## src/rtl/alu_datapath_pkg.sv

```systemverilog
`default_nettype none
// ============================================================================
// Module   : alu_datapath_pkg
// Purpose  : Shared encodings for the ALU datapath: decoded ALU operation
//            codes, main-control operation classes and funct field values.
// Ports    : none (package)
// Revision : 1.0 - initial release
// ============================================================================
package alu_datapath_pkg;

  // Decoded ALU operation codes driven onto alu_op.
  typedef enum logic [3:0] {
    c_ALU_AND = 4'b0000,
    c_ALU_OR  = 4'b0001,
    c_ALU_ADD = 4'b0010,
    c_ALU_XOR = 4'b0011,
    c_ALU_SUB = 4'b0110,
    c_ALU_SLT = 4'b0111,
    c_ALU_NOR = 4'b1100
  } alu_op_e;

  // Operation class from main control.
  localparam logic [1:0] c_ALUOP_ADD   = 2'b00;
  localparam logic [1:0] c_ALUOP_SUB   = 2'b01;
  localparam logic [1:0] c_ALUOP_FUNCT = 2'b10;
  localparam logic [1:0] c_ALUOP_NOR   = 2'b11;

  // funct[3:0] encodings honoured when the class is c_ALUOP_FUNCT.
  localparam logic [3:0] c_FUNCT_ADD = 4'b0000;
  localparam logic [3:0] c_FUNCT_SUB = 4'b0010;
  localparam logic [3:0] c_FUNCT_AND = 4'b0100;
  localparam logic [3:0] c_FUNCT_OR  = 4'b0101;
  localparam logic [3:0] c_FUNCT_XOR = 4'b0110;
  localparam logic [3:0] c_FUNCT_NOR = 4'b0111;
  localparam logic [3:0] c_FUNCT_SLT = 4'b1010;

endpackage : alu_datapath_pkg
`default_nettype wire

```

## src/rtl/alu_datapath_if.sv

```systemverilog
`default_nettype none
// ============================================================================
// Module   : alu_datapath_if
// Purpose  : Bundles the operand/control inputs and result/flag outputs of
//            the ALU datapath.
// Modports : master - drives aluop, funct, a, b, pc, imm_ext; observes results
//            slave  - the datapath: consumes operands, drives result, zero,
//                     alu_op, pc_plus4, branch_target, status_n/v/z
// Revision : 1.0 - initial release
// ============================================================================
interface alu_datapath_if #(
  parameter int DATA_W = 32
);
  logic [1:0]        aluop;
  logic [3:0]        funct;
  logic [DATA_W-1:0] a;
  logic [DATA_W-1:0] b;
  logic [DATA_W-1:0] pc;
  logic [DATA_W-1:0] imm_ext;

  logic [DATA_W-1:0] result;
  logic              zero;
  logic [3:0]        alu_op;
  logic [DATA_W-1:0] pc_plus4;
  logic [DATA_W-1:0] branch_target;
  logic              status_n;
  logic              status_v;
  logic              status_z;

  modport master (
    output aluop, funct, a, b, pc, imm_ext,
    input  result, zero, alu_op, pc_plus4, branch_target,
           status_n, status_v, status_z
  );

  modport slave (
    input  aluop, funct, a, b, pc, imm_ext,
    output result, zero, alu_op, pc_plus4, branch_target,
           status_n, status_v, status_z
  );
endinterface : alu_datapath_if
`default_nettype wire

```

## src/rtl/alu_datapath_alu_ctrl.sv

```systemverilog
`default_nettype none
// ============================================================================
// Module   : alu_ctrl
// Purpose  : Combinational ALU control decode. Maps the main-control class
//            (and funct for R-type) onto a 4-bit ALU operation code.
// Ports    : aluop  in  2  operation class
//            funct  in  4  instruction bits [3:0]
//            alu_op out 4  decoded operation code
// Revision : 1.0 - initial release
// ============================================================================
module alu_ctrl
  import alu_datapath_pkg::*;
(
  input  logic [1:0] aluop,
  input  logic [3:0] funct,
  output logic [3:0] alu_op
);

  always_comb begin
    alu_op = c_ALU_ADD;
    case (aluop)
      c_ALUOP_ADD: alu_op = c_ALU_ADD;
      c_ALUOP_SUB: alu_op = c_ALU_SUB;
      c_ALUOP_NOR: alu_op = c_ALU_NOR;
      c_ALUOP_FUNCT: begin
        // Unlisted funct values fall back to ADD.
        case (funct)
          c_FUNCT_ADD: alu_op = c_ALU_ADD;
          c_FUNCT_SUB: alu_op = c_ALU_SUB;
          c_FUNCT_AND: alu_op = c_ALU_AND;
          c_FUNCT_OR:  alu_op = c_ALU_OR;
          c_FUNCT_XOR: alu_op = c_ALU_XOR;
          c_FUNCT_NOR: alu_op = c_ALU_NOR;
          c_FUNCT_SLT: alu_op = c_ALU_SLT;
          default:     alu_op = c_ALU_ADD;
        endcase
      end
      default: alu_op = c_ALU_ADD;
    endcase
  end

endmodule : alu_ctrl
`default_nettype wire

```

## src/rtl/alu_datapath.sv

```systemverilog
`default_nettype none
// ============================================================================
// Module   : alu_datapath
// Purpose  : Single-cycle ALU datapath: ALU control decode, combinational
//            ALU with zero detect, PC incrementer and branch-target adder,
//            plus an optional one-cycle-lagging N/V/Z status register.
// Ports    : clk    in  1   clock (rising edge)
//            rst_n  in  1   synchronous active-low reset (status flags only)
//            bus    slave   alu_datapath_if (operands in, results/flags out)
// Config   : ALU_STATUS_FLAGS_EN - when defined, builds the status flag
//            register; when undefined, status_n/v/z are tied low and
//            clk/rst_n are not used.
// Revision : 1.0 - initial release
// ============================================================================
module alu_datapath
  import alu_datapath_pkg::*;
#(
  parameter int DATA_W = 32,
  parameter int PC_INC = 4
) (
  input  logic          clk,
  input  logic          rst_n,
  alu_datapath_if.slave bus
);

  localparam logic [DATA_W-1:0] c_PC_INC = DATA_W'(PC_INC);
  localparam int                c_MSB    = DATA_W - 1;

  logic [3:0]        w_alu_op;
  logic [DATA_W-1:0] w_sum;
  logic [DATA_W-1:0] w_diff;
  logic              w_lt;
  logic [DATA_W-1:0] w_result;
  logic              w_ovf;
  logic              w_zero;

  alu_ctrl u_alu_ctrl (
    .aluop  (bus.aluop),
    .funct  (bus.funct),
    .alu_op (w_alu_op)
  );

  assign w_sum  = bus.a + bus.b;
  assign w_diff = bus.a - bus.b;
  assign w_lt   = $signed(bus.a) < $signed(bus.b);

  always_comb begin
    w_result = '0;
    case (w_alu_op)
      c_ALU_AND: w_result = bus.a & bus.b;
      c_ALU_OR:  w_result = bus.a | bus.b;
      c_ALU_ADD: w_result = w_sum;
      c_ALU_XOR: w_result = bus.a ^ bus.b;
      c_ALU_SUB: w_result = w_diff;
      c_ALU_SLT: w_result = {{(DATA_W-1){1'b0}}, w_lt};
      c_ALU_NOR: w_result = ~(bus.a | bus.b);
      default:   w_result = '0;
    endcase
  end

  // Signed overflow only exists for ADD/SUB; every other op reports none.
  always_comb begin
    w_ovf = 1'b0;
    case (w_alu_op)
      c_ALU_ADD: w_ovf = (bus.a[c_MSB] == bus.b[c_MSB]) &&
                         (w_result[c_MSB] != bus.a[c_MSB]);
      c_ALU_SUB: w_ovf = (bus.a[c_MSB] != bus.b[c_MSB]) &&
                         (w_result[c_MSB] != bus.a[c_MSB]);
      default:   w_ovf = 1'b0;
    endcase
  end

  assign w_zero = (w_result == '0);

  assign bus.result        = w_result;
  assign bus.zero          = w_zero;
  assign bus.alu_op        = w_alu_op;
  assign bus.pc_plus4      = bus.pc + c_PC_INC;
  assign bus.branch_target = bus.pc_plus4 + (bus.imm_ext << 2);

`ifdef ALU_STATUS_FLAGS_EN
  logic r_status_n;
  logic r_status_v;
  logic r_status_z;

  // Flags capture the operation presented in the previous cycle; reset wins
  // over the capture in the same edge.
  always_ff @(posedge clk) begin
    if (!rst_n) begin
      r_status_n <= 1'b0;
      r_status_v <= 1'b0;
      r_status_z <= 1'b0;
    end else begin
      r_status_n <= w_result[c_MSB];
      r_status_v <= w_ovf;
      r_status_z <= w_zero;
    end
  end

  assign bus.status_n = r_status_n;
  assign bus.status_v = r_status_v;
  assign bus.status_z = r_status_z;
`else
  // No status register in this build: clock, reset and overflow are unused.
  logic w_unused_flag_inputs;
  assign w_unused_flag_inputs = clk ^ rst_n ^ w_ovf;

  assign bus.status_n = 1'b0;
  assign bus.status_v = 1'b0;
  assign bus.status_z = 1'b0;
`endif

endmodule : alu_datapath
`default_nettype wire

```

## src/flat_wrapper.sv

```systemverilog
// flat-port wrapper written by rule: the top's interface ports become plain ports
module alu_datapath_flat import alu_datapath_pkg::*;
#(
  parameter int DATA_W = 32,
  parameter int PC_INC = 4
)
  (clk, rst_n, bus_aluop, bus_funct, bus_a, bus_b, bus_pc, bus_imm_ext, bus_result, bus_zero, bus_alu_op, bus_pc_plus4, bus_branch_target, bus_status_n, bus_status_v, bus_status_z);
  alu_datapath_if #(.DATA_W(DATA_W)) bus_i ();
  input  logic clk;
  input  logic rst_n;
  input wire logic [$bits(bus_i.aluop)-1:0] bus_aluop;
  input wire logic [$bits(bus_i.funct)-1:0] bus_funct;
  input wire logic [$bits(bus_i.a)-1:0] bus_a;
  input wire logic [$bits(bus_i.b)-1:0] bus_b;
  input wire logic [$bits(bus_i.pc)-1:0] bus_pc;
  input wire logic [$bits(bus_i.imm_ext)-1:0] bus_imm_ext;
  output wire logic [$bits(bus_i.result)-1:0] bus_result;
  output wire logic [$bits(bus_i.zero)-1:0] bus_zero;
  output wire logic [$bits(bus_i.alu_op)-1:0] bus_alu_op;
  output wire logic [$bits(bus_i.pc_plus4)-1:0] bus_pc_plus4;
  output wire logic [$bits(bus_i.branch_target)-1:0] bus_branch_target;
  output wire logic [$bits(bus_i.status_n)-1:0] bus_status_n;
  output wire logic [$bits(bus_i.status_v)-1:0] bus_status_v;
  output wire logic [$bits(bus_i.status_z)-1:0] bus_status_z;
  assign bus_i.aluop = bus_aluop;
  assign bus_i.funct = bus_funct;
  assign bus_i.a = bus_a;
  assign bus_i.b = bus_b;
  assign bus_i.pc = bus_pc;
  assign bus_i.imm_ext = bus_imm_ext;
  assign bus_result = bus_i.result;
  assign bus_zero = bus_i.zero;
  assign bus_alu_op = bus_i.alu_op;
  assign bus_pc_plus4 = bus_i.pc_plus4;
  assign bus_branch_target = bus_i.branch_target;
  assign bus_status_n = bus_i.status_n;
  assign bus_status_v = bus_i.status_v;
  assign bus_status_z = bus_i.status_z;
  alu_datapath #(.DATA_W(DATA_W), .PC_INC(PC_INC)) u_core (.clk(clk), .rst_n(rst_n), .bus(bus_i));
endmodule
```

## config.mk

```make
export PLATFORM = sky130hd
export DESIGN_NAME = alu_datapath_flat
export DESIGN_NICKNAME = d
export VERILOG_FILES = /design/src/rtl/alu_datapath_pkg.sv /design/src/rtl/alu_datapath_if.sv /design/src/rtl/alu_datapath_alu_ctrl.sv /design/src/rtl/alu_datapath.sv /design/src/flat_wrapper.sv
export SDC_FILE = /design/constraint.sdc
export NUM_CORES = 1
export LEC_CHECK = 0
export BUFFER_PORTS_ARGS = -buffer_cell sky130_fd_sc_hd__buf_2
export CORE_AREA = 2 2 123 173
export DETAILED_ROUTE_END_ITERATION = 12
export DIE_AREA = 0 0 125 175
export PLACE_DENSITY_LB_ADDON = 0.15
export SYNTH_ARGS = -nofsm -noshare
export SYNTH_HDL_FRONTEND = slang
export SYNTH_SLANG_ARGS = --single-unit
```

## constraint.sdc

```tcl
create_clock -name vclk -period 7.6
set_clock_uncertainty 0.05 [all_clocks]
set_input_delay 0 -clock vclk [all_inputs]
set_output_delay 0 -clock vclk [all_outputs]
set_load 0.03 [all_outputs]
```

* Word level (Yosys, flattened, before mapping)
Cells that the tools add are included.
W data, S select, Z words.
** Storage, ports and cells
- Bits in registers :: 0
- Input port bits :: 136
- Output and inout bits :: 104
- Logic and storage cells :: 30
** Cells by class
- Add/subtract/negate cells :: 4
- $lt $le $gt $ge :: 1
- Equality and inequality tests :: 15
- Multiplexer cells :: 3
- Bitwise logic cells :: 4
- Reduce and logical (&&, ||, !) cells :: 3
** Operator list (number)
- $pmux W32 S7 :: 1
- $add A32 B32 Y32 :: 2
- $add A32 B3 Y32 const B :: 1
- $and A32 B32 Y32 :: 1
- $logic_not A32 Y1 :: 1
- $lt A32 B32 Y1 :: 1
- $not A32 Y32 :: 1
- $or A32 B32 Y32 :: 1
- $sub A32 B32 Y32 :: 1
- $xor A32 B32 Y32 :: 1
- $eq A4 B3 Y1 const B :: 6
- $pmux W4 S6 :: 1
- $pmux W4 S4 :: 1
- $eq A4 B2 Y1 const B :: 3
- $eq A4 B4 Y1 const B :: 2
- $eq A2 B2 Y1 const B :: 2
- $eq A4 B1 Y1 const B :: 1
- $logic_not A4 Y1 :: 1
- $eq A2 B1 Y1 const B :: 1
- $logic_not A2 Y1 :: 1

* Logic depth before layout (Yosys ltp)
Gate-level depths: netlist (run 1).
- Word-level depth :: 6
- Mapped depth :: 19

* Hierarchy
Synthesis (run 1) repeated with hierarchy kept, for this count alone.
** Unflattened totals
- Cells, all modules :: 1191
- Area total of the unflattened synthesis :: 7986.4 um^2
** By module, submodules not included
- alu_datapath :: instances 1, cells an instance 1177, area each 7890.1 um^2, sequential area each 0.0 um^2
- alu_ctrl :: instances 1, cells an instance 14, area each 96.3 um^2, sequential area each 0.0 um^2

* Worst setup path before layout (run 1)
Ideal clock, no wire load.
- Path type :: input -> output
- Start :: input port bus_pc[2]
- End :: output port bus_branch_target[29]
- Data arrival time :: 3.882 ns
- Data required time :: 7.550 ns
- Path slack :: 3.668 ns
- Stages :: 18
- Path through :: ha_1 > nand3_1 > nor2_1 > and2_1 > nand2_1 > xnor2_1 > ha_1 > a21o_1 > a21oi_1 > o21ai_0 > o32ai_1 > o31ai_1 > o21ai_0 > o211a_1 > a211oi_1 > a21o_1 > a21oi_1 > xnor2_1
** On the way
- Word-level cells in the longest chain between the ends :: 2
** RTL lines
- from (decl) :: line flat_wrapper.sv:15 : input wire logic [$bits(bus_i.pc)-1:0] bus_pc;
- $add A32 B3 Y32 :: line alu_datapath.sv:78 : assign bus.pc_plus4 = bus.pc + c_PC_INC;
- via bus_pc_plus4[10] :: line flat_wrapper.sv:20 : output wire logic [$bits(bus_i.pc_plus4)-1:0] bus_pc_plus4;
- $add A32 B32 Y32 :: line alu_datapath.sv:79 : assign bus.branch_target = bus.pc_plus4 + (bus.imm_ext << 2);
- to (decl) :: line flat_wrapper.sv:21 : output wire logic [$bits(bus_i.branch_target)-1:0] bus_branch_target;
The timed path passes the listed nets, and every way through them passes these cells.

* Worst setup path after layout (run 1)
- Start :: input port bus_b[7]
- End :: output port bus_zero
** On the way
- Word-level cells in the longest chain between the ends :: 4
- Elaborated cells between the ends (all ways) :: 9
- Classes of those cells :: add/sub: 2; order compare: 1; mux: 1; bitwise: 4; reduce/logical: 1
** RTL lines
- from (decl) :: line flat_wrapper.sv:14 : input wire logic [$bits(bus_i.b)-1:0] bus_b;
- parallel branches: the longest is 2 deep, another holds $sub A32 B32 Y32
- $pmux W32 S7 * :: line alu_datapath.sv:49 : case (w_alu_op)
- $logic_not A32 Y1 * :: line alu_datapath.sv:73 : assign w_zero = (w_result == '0);
- to (decl) :: line flat_wrapper.sv:18 : output wire logic [$bits(bus_i.zero)-1:0] bus_zero;
Every way passes the cells marked *.

==> run_results.csv, run 1 <==
group,metric,value,unit
run_status,status,"finished, final reports clean",
routing,drt_iter0_markers,518,
logic_synthesis,syn_inst,1211,
timing,fmax,241.4,MHz
logic_synthesis,avgSynthCellArea,6.659,um^2
cells_and_area,register_area,0,um^2
cells_and_area,fillers,2217,
setup_path,crit_fanout,10,
timing,rsz0062_at_grt,"false",
power,power.density,97.83,nW/um^2
hold_path,holdPathEnd,"bus_pc_plus4[2]",
setup_path,criticalPathCategory,"in2out",
timing,max-slew-margin-rel,33.87,%
die,start_util,39.68,%
logic_synthesis,yosys_warnings,0,
cells_and_area,area_growth,15.61,%
die,die_area,21880,um^2
cells_and_area,drive_gt1_share,19.36,%
global_route,grt_pass1_vias,9565,
timing,setup_viol,0,
logic_synthesis,ys_types,87,
place,dp_hpwl,24040,um
die,coreArea,20320,um^2
cells_and_area,num-nets-final,1660,
routing,drc_errors,0,
routing,viasPerCell,5.987,
cells_and_area,seq_cells,0,
die,fp.dieH,175,um
cts,postCtsHoldBufs,2,
hold_path,hold_path_class,"in2out",
timing,worst_slew_pin_slew,986.0,ps
timing,finalMaxSlewViolations,0,
power,leakagePower,4.552,nW
logic_synthesis,seq_area_frac_synth,0,%
routing,wl,29430,um
cells_and_area,layout_common_cells,"buf_2, ha_1, nor2_1",
routing,wl_per_cell,17.95,um
power,power,0.9121,mW
setup_path,cp.arrival,4090,ps
timing,finalHoldViolations,0,
cells_and_area,diodes,0,
power,vdd_drop_max,0.05262,mV
global_route,antenna_found_initial,0,
setup_path,critPathRequiredTime,7550,ps
setup_path,worst_setup_path_end_kind,"output port",
global_route,grt_pass1_wl,46760,um
timing,period_minus_slack,4142,ps
timing,period_share,54.50,%
cts,cts_resized,0,
routing,first_pass_iters,5,
die,rows,62,
logic_synthesis,synth_area,8064,um^2
job,cap_violations,0,
hold_path,hold_start,"bus_pc[2]",
place,routabilityCongestion,0.9537,
global_route,track_usage,25.38,%
die,num_io_pins,240,
cells_and_area,n_clock_buffer,0,
global_route,grt_max_degree,36,
cells_and_area,final_common_cell,"buf_2",
routing,vias,9819,
routing,ant_nets,0,
timing,tns,0,ps
die,fp.dieW,125,um
hold_path,min_path_cells,3,
global_route,grt.overflow.total,0,
cts,cts_setup_buffers,0,
place,portBuffers,227,
setup_path,start_kind,"input pin",
==> cell usage after synthesis, drive strengths merged (20+ instances only) <==
master | instances | share of area [%]
nand3 | 44 | 2.7
inv | 109 | 5.1
xor2 | 22 | 2.4
o21ai | 73 | 4.5
a21o | 26 | 2.4
nor3 | 53 | 3.4
nor2 | 118 | 5.5
clkbuf | 46 | 2.1
o21bai | 21 | 2.0
xnor2 | 38 | 4.1
nand2 | 73 | 3.4
ha | 135 | 21
buf | 21 | 1.8
nor2b | 20 | 1.6
a21oi | 92 | 5.7
nand2b | 22 | 1.7
nand4 | 20 | 1.6
==> critical path, cell delays in order <==
cell,delay [ps]
buf_2,100
inv_1,50
ha_1,420
a21oi_1,400
a21oi_1,190
o21a_1,240
a211oi_1,840
o31ai_1,210
o311a_1,170
a211o_1,300
or2_2,280
and4bb_1,330
nand4_1,200
nor3_2,140
buf_2,210
==> through the flow <==
step                      utilization [%]  instances  setup slack [ps]  hold WS, ps  area [um^2]
after detailed placement            45.77       1638              3544       -49.68         9303
final                               45.87       1640              3458        290.8         9323
after global placement              45.77       1638              3526       -49.68         9303
after floorplan                         -       1213              3668        69.32         8071
after global routing                45.87       1640              3175        299.1         9323
after CTS                           45.87       1640              3536        291.1         9323
==> logic make-up after synthesis <==
logic type / share of synthesized area, %
and+or+nand+nor: 26.64
AOI/OAI and AO/OA: 35.67
buffers and inverters: 9.061
adders and majority gates: 21.69
xor gates and xnor gates: 6.517
muxes: 0.3724
other: 0.04650
==> where the power goes <==
part / switching [mW] / total (mW) / leakage, nW / internal (mW)
clock: 0 / 0 / 0 / 0
sequential: 0 / 0 / 0 / 0
combinational: 0.602 / 0.912 / 4.55 / 0.310
==> cell type report <==
class                           instances  area [um^2]  share of cell area, %
Inverter                              109        409.1                  4.389
Timing Repair Buffer                  238         1224                  13.13
Multi-Input combinational cell       1037         7370                  79.05
Tap cell                              256        320.3                  3.436
==> metal layers <==
metal | global-route usage (%) | part of all wire [%] | routed length [um] | vias up
met5 | 0 | 0 | 0 | -
met3 | 1.531 | 4.9 | 1437 | 92
li1 | - | - | - | 4807
met2 | 50.20 | 53 | 15470 | 358
met1 | 27.39 | 38 | 11100 | 4562
met4 | 10.83 | 4.8 | 1416 | 0
==> worst max path at each step <==
stage,from,end,cells after the start
final,bus_b[7],bus_zero,15
after global routing,bus_pc[2],bus_branch_target[29],20
after CTS,bus_b[7],bus_zero,15
after detailed placement,bus_b[7],bus_zero,15
after global placement,bus_b[7],bus_zero,15
after floorplan,bus_pc[2],bus_branch_target[29],18
Note: power is estimated with default switching activity, not from simulation.
==> run 2, diff against run 1 <==
--- a/config.mk
+++ b/config.mk
@@ -5,10 +5,11 @@
 export SDC_FILE = /design/constraint.sdc
 export NUM_CORES = 1
 export LEC_CHECK = 0
+export ABC_AREA = 1
 export BUFFER_PORTS_ARGS = -buffer_cell sky130_fd_sc_hd__buf_2
-export CORE_AREA = 2 2 123 173
+export CORE_AREA = 2 2 133 187
 export DETAILED_ROUTE_END_ITERATION = 12
-export DIE_AREA = 0 0 125 175
+export DIE_AREA = 0 0 135 189
 export PLACE_DENSITY_LB_ADDON = 0.15
 export SYNTH_ARGS = -nofsm -noshare
 export SYNTH_HDL_FRONTEND = slang
==> constraint.sdc (replaced) <==
create_clock -name vclk -period 3.89
set_clock_uncertainty 0.05 [all_clocks]
set_input_delay 0 -clock vclk [all_inputs]
set_output_delay 0 -clock vclk [all_outputs]
set_load 0.03 [all_outputs]
==> run 2 against run 1 <==
Synthesized cell count is 57% higher; die area is 17% higher; worst hold slack worse by 24 ps; core utilization is 0.28 points higher; area after synthesis is 17% higher; critical path depth is 7 higher; first-iteration DRC count is 52% higher; critical path type unchanged; setup slack worse by 3100 ps; power is 120% higher; global-route usage is 5.4 points higher; via count is 25% higher; clock-buffer cell count stayed put.
==> run_results.csv, run 2 <==
group,metric,value,unit
setup_path,worst_setup_path_end_kind,"output port",
global_route,track_usage,30.75,%
routing,ant_nets,0,
timing,period_minus_slack,3578,ps
cells_and_area,register_area,0,um^2
setup_path,cp.arrival,3530,ps
place,dpl-instance-area,10880,um^2
cells_and_area,layout_common_cells,"nand2_1, inv_1, buf_2",
timing,period_share,91.98,%
logic_synthesis,syn_inst,1903,
routing,first_pass_iters,7,
global_route,met1_usage,32.90,%
timing,rsz0062_at_grt,"false",
logic_synthesis,synth_area,9462,um^2
timing,worst_slew_pin_slew,1142,ps
die,rows,67,
die,die_area,25520,um^2
place,dp_hpwl,35370,um
routing,drt_iter0_markers,786,
timing,holdWs,266.9,ps
power,power.density,179.7,nW/um^2
cells_and_area,final_common_cell,"nand2_1",
logic_synthesis,avgSynthCellArea,4.972,um^2
timing,setup_viol,0,
global_route,grt.overflow.total,0,
hold_path,hold_path_class,"in2out",
place,routabilityCongestion,0.9711,
logic_synthesis,yosys_warnings,0,
timing,tns,0,ps
logic_synthesis,seq_area_frac_synth,0,%
routing,vias,12310,
power,leakagePower,6.886,nW
routing,wl,40760,um
global_route,grt_pass1_vias,11750,
global_route,grt_max_degree,33,
die,coreArea,23810,um^2
power,power,1.975,mW
timing,max-slew-margin-rel,23.69,%
place,portBuffers,227,
cells_and_area,final_area,10990,um^2
die,start_util,39.74,%
logic_synthesis,synth_largest_area_cell,"nand2_1",
logic_synthesis,ys_types,41,
cells_and_area,num-nets-final,2378,
die,fp.dieH,189,um
cells_and_area,n_clock_buffer,0,
timing,fmax,279.5,MHz
place,placedCellCount,2408,
die,num_io_pins,240,
timing,worst_slack,312.2,ps
routing,drc_errors,0,
routing,viasPerCell,5.100,
global_route,grt_pass1_wl,61830,um
cells_and_area,fin_util,46.15,%
place,detailedPlace.worstSlack,73.45,ps
timing,finalMaxSlewViolations,0,
setup_path,critPathRequiredTime,3840,ps
power,vdd_drop_max,0.1494,mV
setup_path,start_kind,"input pin",
timing,finalHoldViolations,0,
global_route,grt_util_met3,2.356,%
logic_synthesis,ys_top_cells_by_area,"nand2_1, ha_1, inv_1",
cells_and_area,seq_cells,0,
cells_and_area,area_growth,16.13,%
global_route,busiest_layer,"met2",
routing,wl_per_cell,16.88,um
logic_synthesis,synth_top_area_share,24.36,%
die,fp.dieW,135,um
job,cap_violations,0,
logic_synthesis,synthTopCellsByCount,"nand2_1, inv_1, nor2_1",
setup_path,crit_fanout,5,
global_route,use_met2,60.25,%
cells_and_area,drive_gt1_share,12.84,%
cells_and_area,layoutNonFillerInstCount,2414,
setup_path,criticalPathCategory,"in2out",
logic_synthesis,yosysMostFrequentCell,"nand2_1",
run_status,status,"finished, final reports clean",
global_route,antenna_found_initial,2,
run 2: cell count changes after synthesis, sizes merged, moves of 35 or more:
cell and change:
nand2 +543, inv +306, nand3 +131, nor2 +84
nor3 -35
run 2: worst paths after layout:
path,startpoint,slack [ps],cells after the start,end
hold / removal,bus_pc[2],270,3,bus_pc_plus4[2]
setup / recovery,bus_pc[4],310,22,bus_branch_target[27]
run 2: logic make-up (layout without fill, tap and decap cells):
group / after synthesis / count (layout) / synth area share, %
xor+xnor: 57 / 57 / 5.276
buf+inv: 465 / 662 / 18.98
other cells: 1 / 5 / 0.03963
compound gates: 171 / 171 / 9.997
simple gates: 1071 / 1071 / 47.22
fa+ha+maj: 138 / 138 / 18.49
run 2: worst max-delay path, cell delays in order:
cell	delay, ps
buf_2	120
inv_2	50
nor2_4	140
nand3_4	100
nor2_4	150
nand3_2	90
or2_1	240
or2_1	250
nor3_4	160
nand3_2	160
xor2_1	160
inv_1	90
ha_4	290
nand2_1	110
nor4_4	360
nand3b_1	130
nand3_1	140
nand2_1	70
o211ai_1	180
buf_4	180
xor2_1	130
buf_2	210
run 2: cell type report:
type | count | area (um^2)
diodes | 2 | 5.005
fillers | 2798 | 12820
inverters | 416 | 1562
multi-input cells | 1440 | 7747
well taps | 310 | 387.9
repair buffers | 246 | 1286
run 2: where the power goes:
part              total, mW  switching [mW]  internal [mW]  leakage [nW]
Sequential                0               0              0             0
Combinational          1.97            1.40          0.576          6.89
Clock          0.0000000691               0   0.0000000691     0.0000127
run 2: layer usage:
metal	part of all wire, %	wire length [um]
met4	5.2	2116
met2	53	21400
met5	0	0
met3	5.4	2189
met1	37	15050
run 2: repair_timing:
action	CTS	global route
endpoints found under the hold margin	4	0
endpoints found under the setup margin	0	3
gates resized for setup	0	11
hold buffers	2	0
setup buffers	0	2
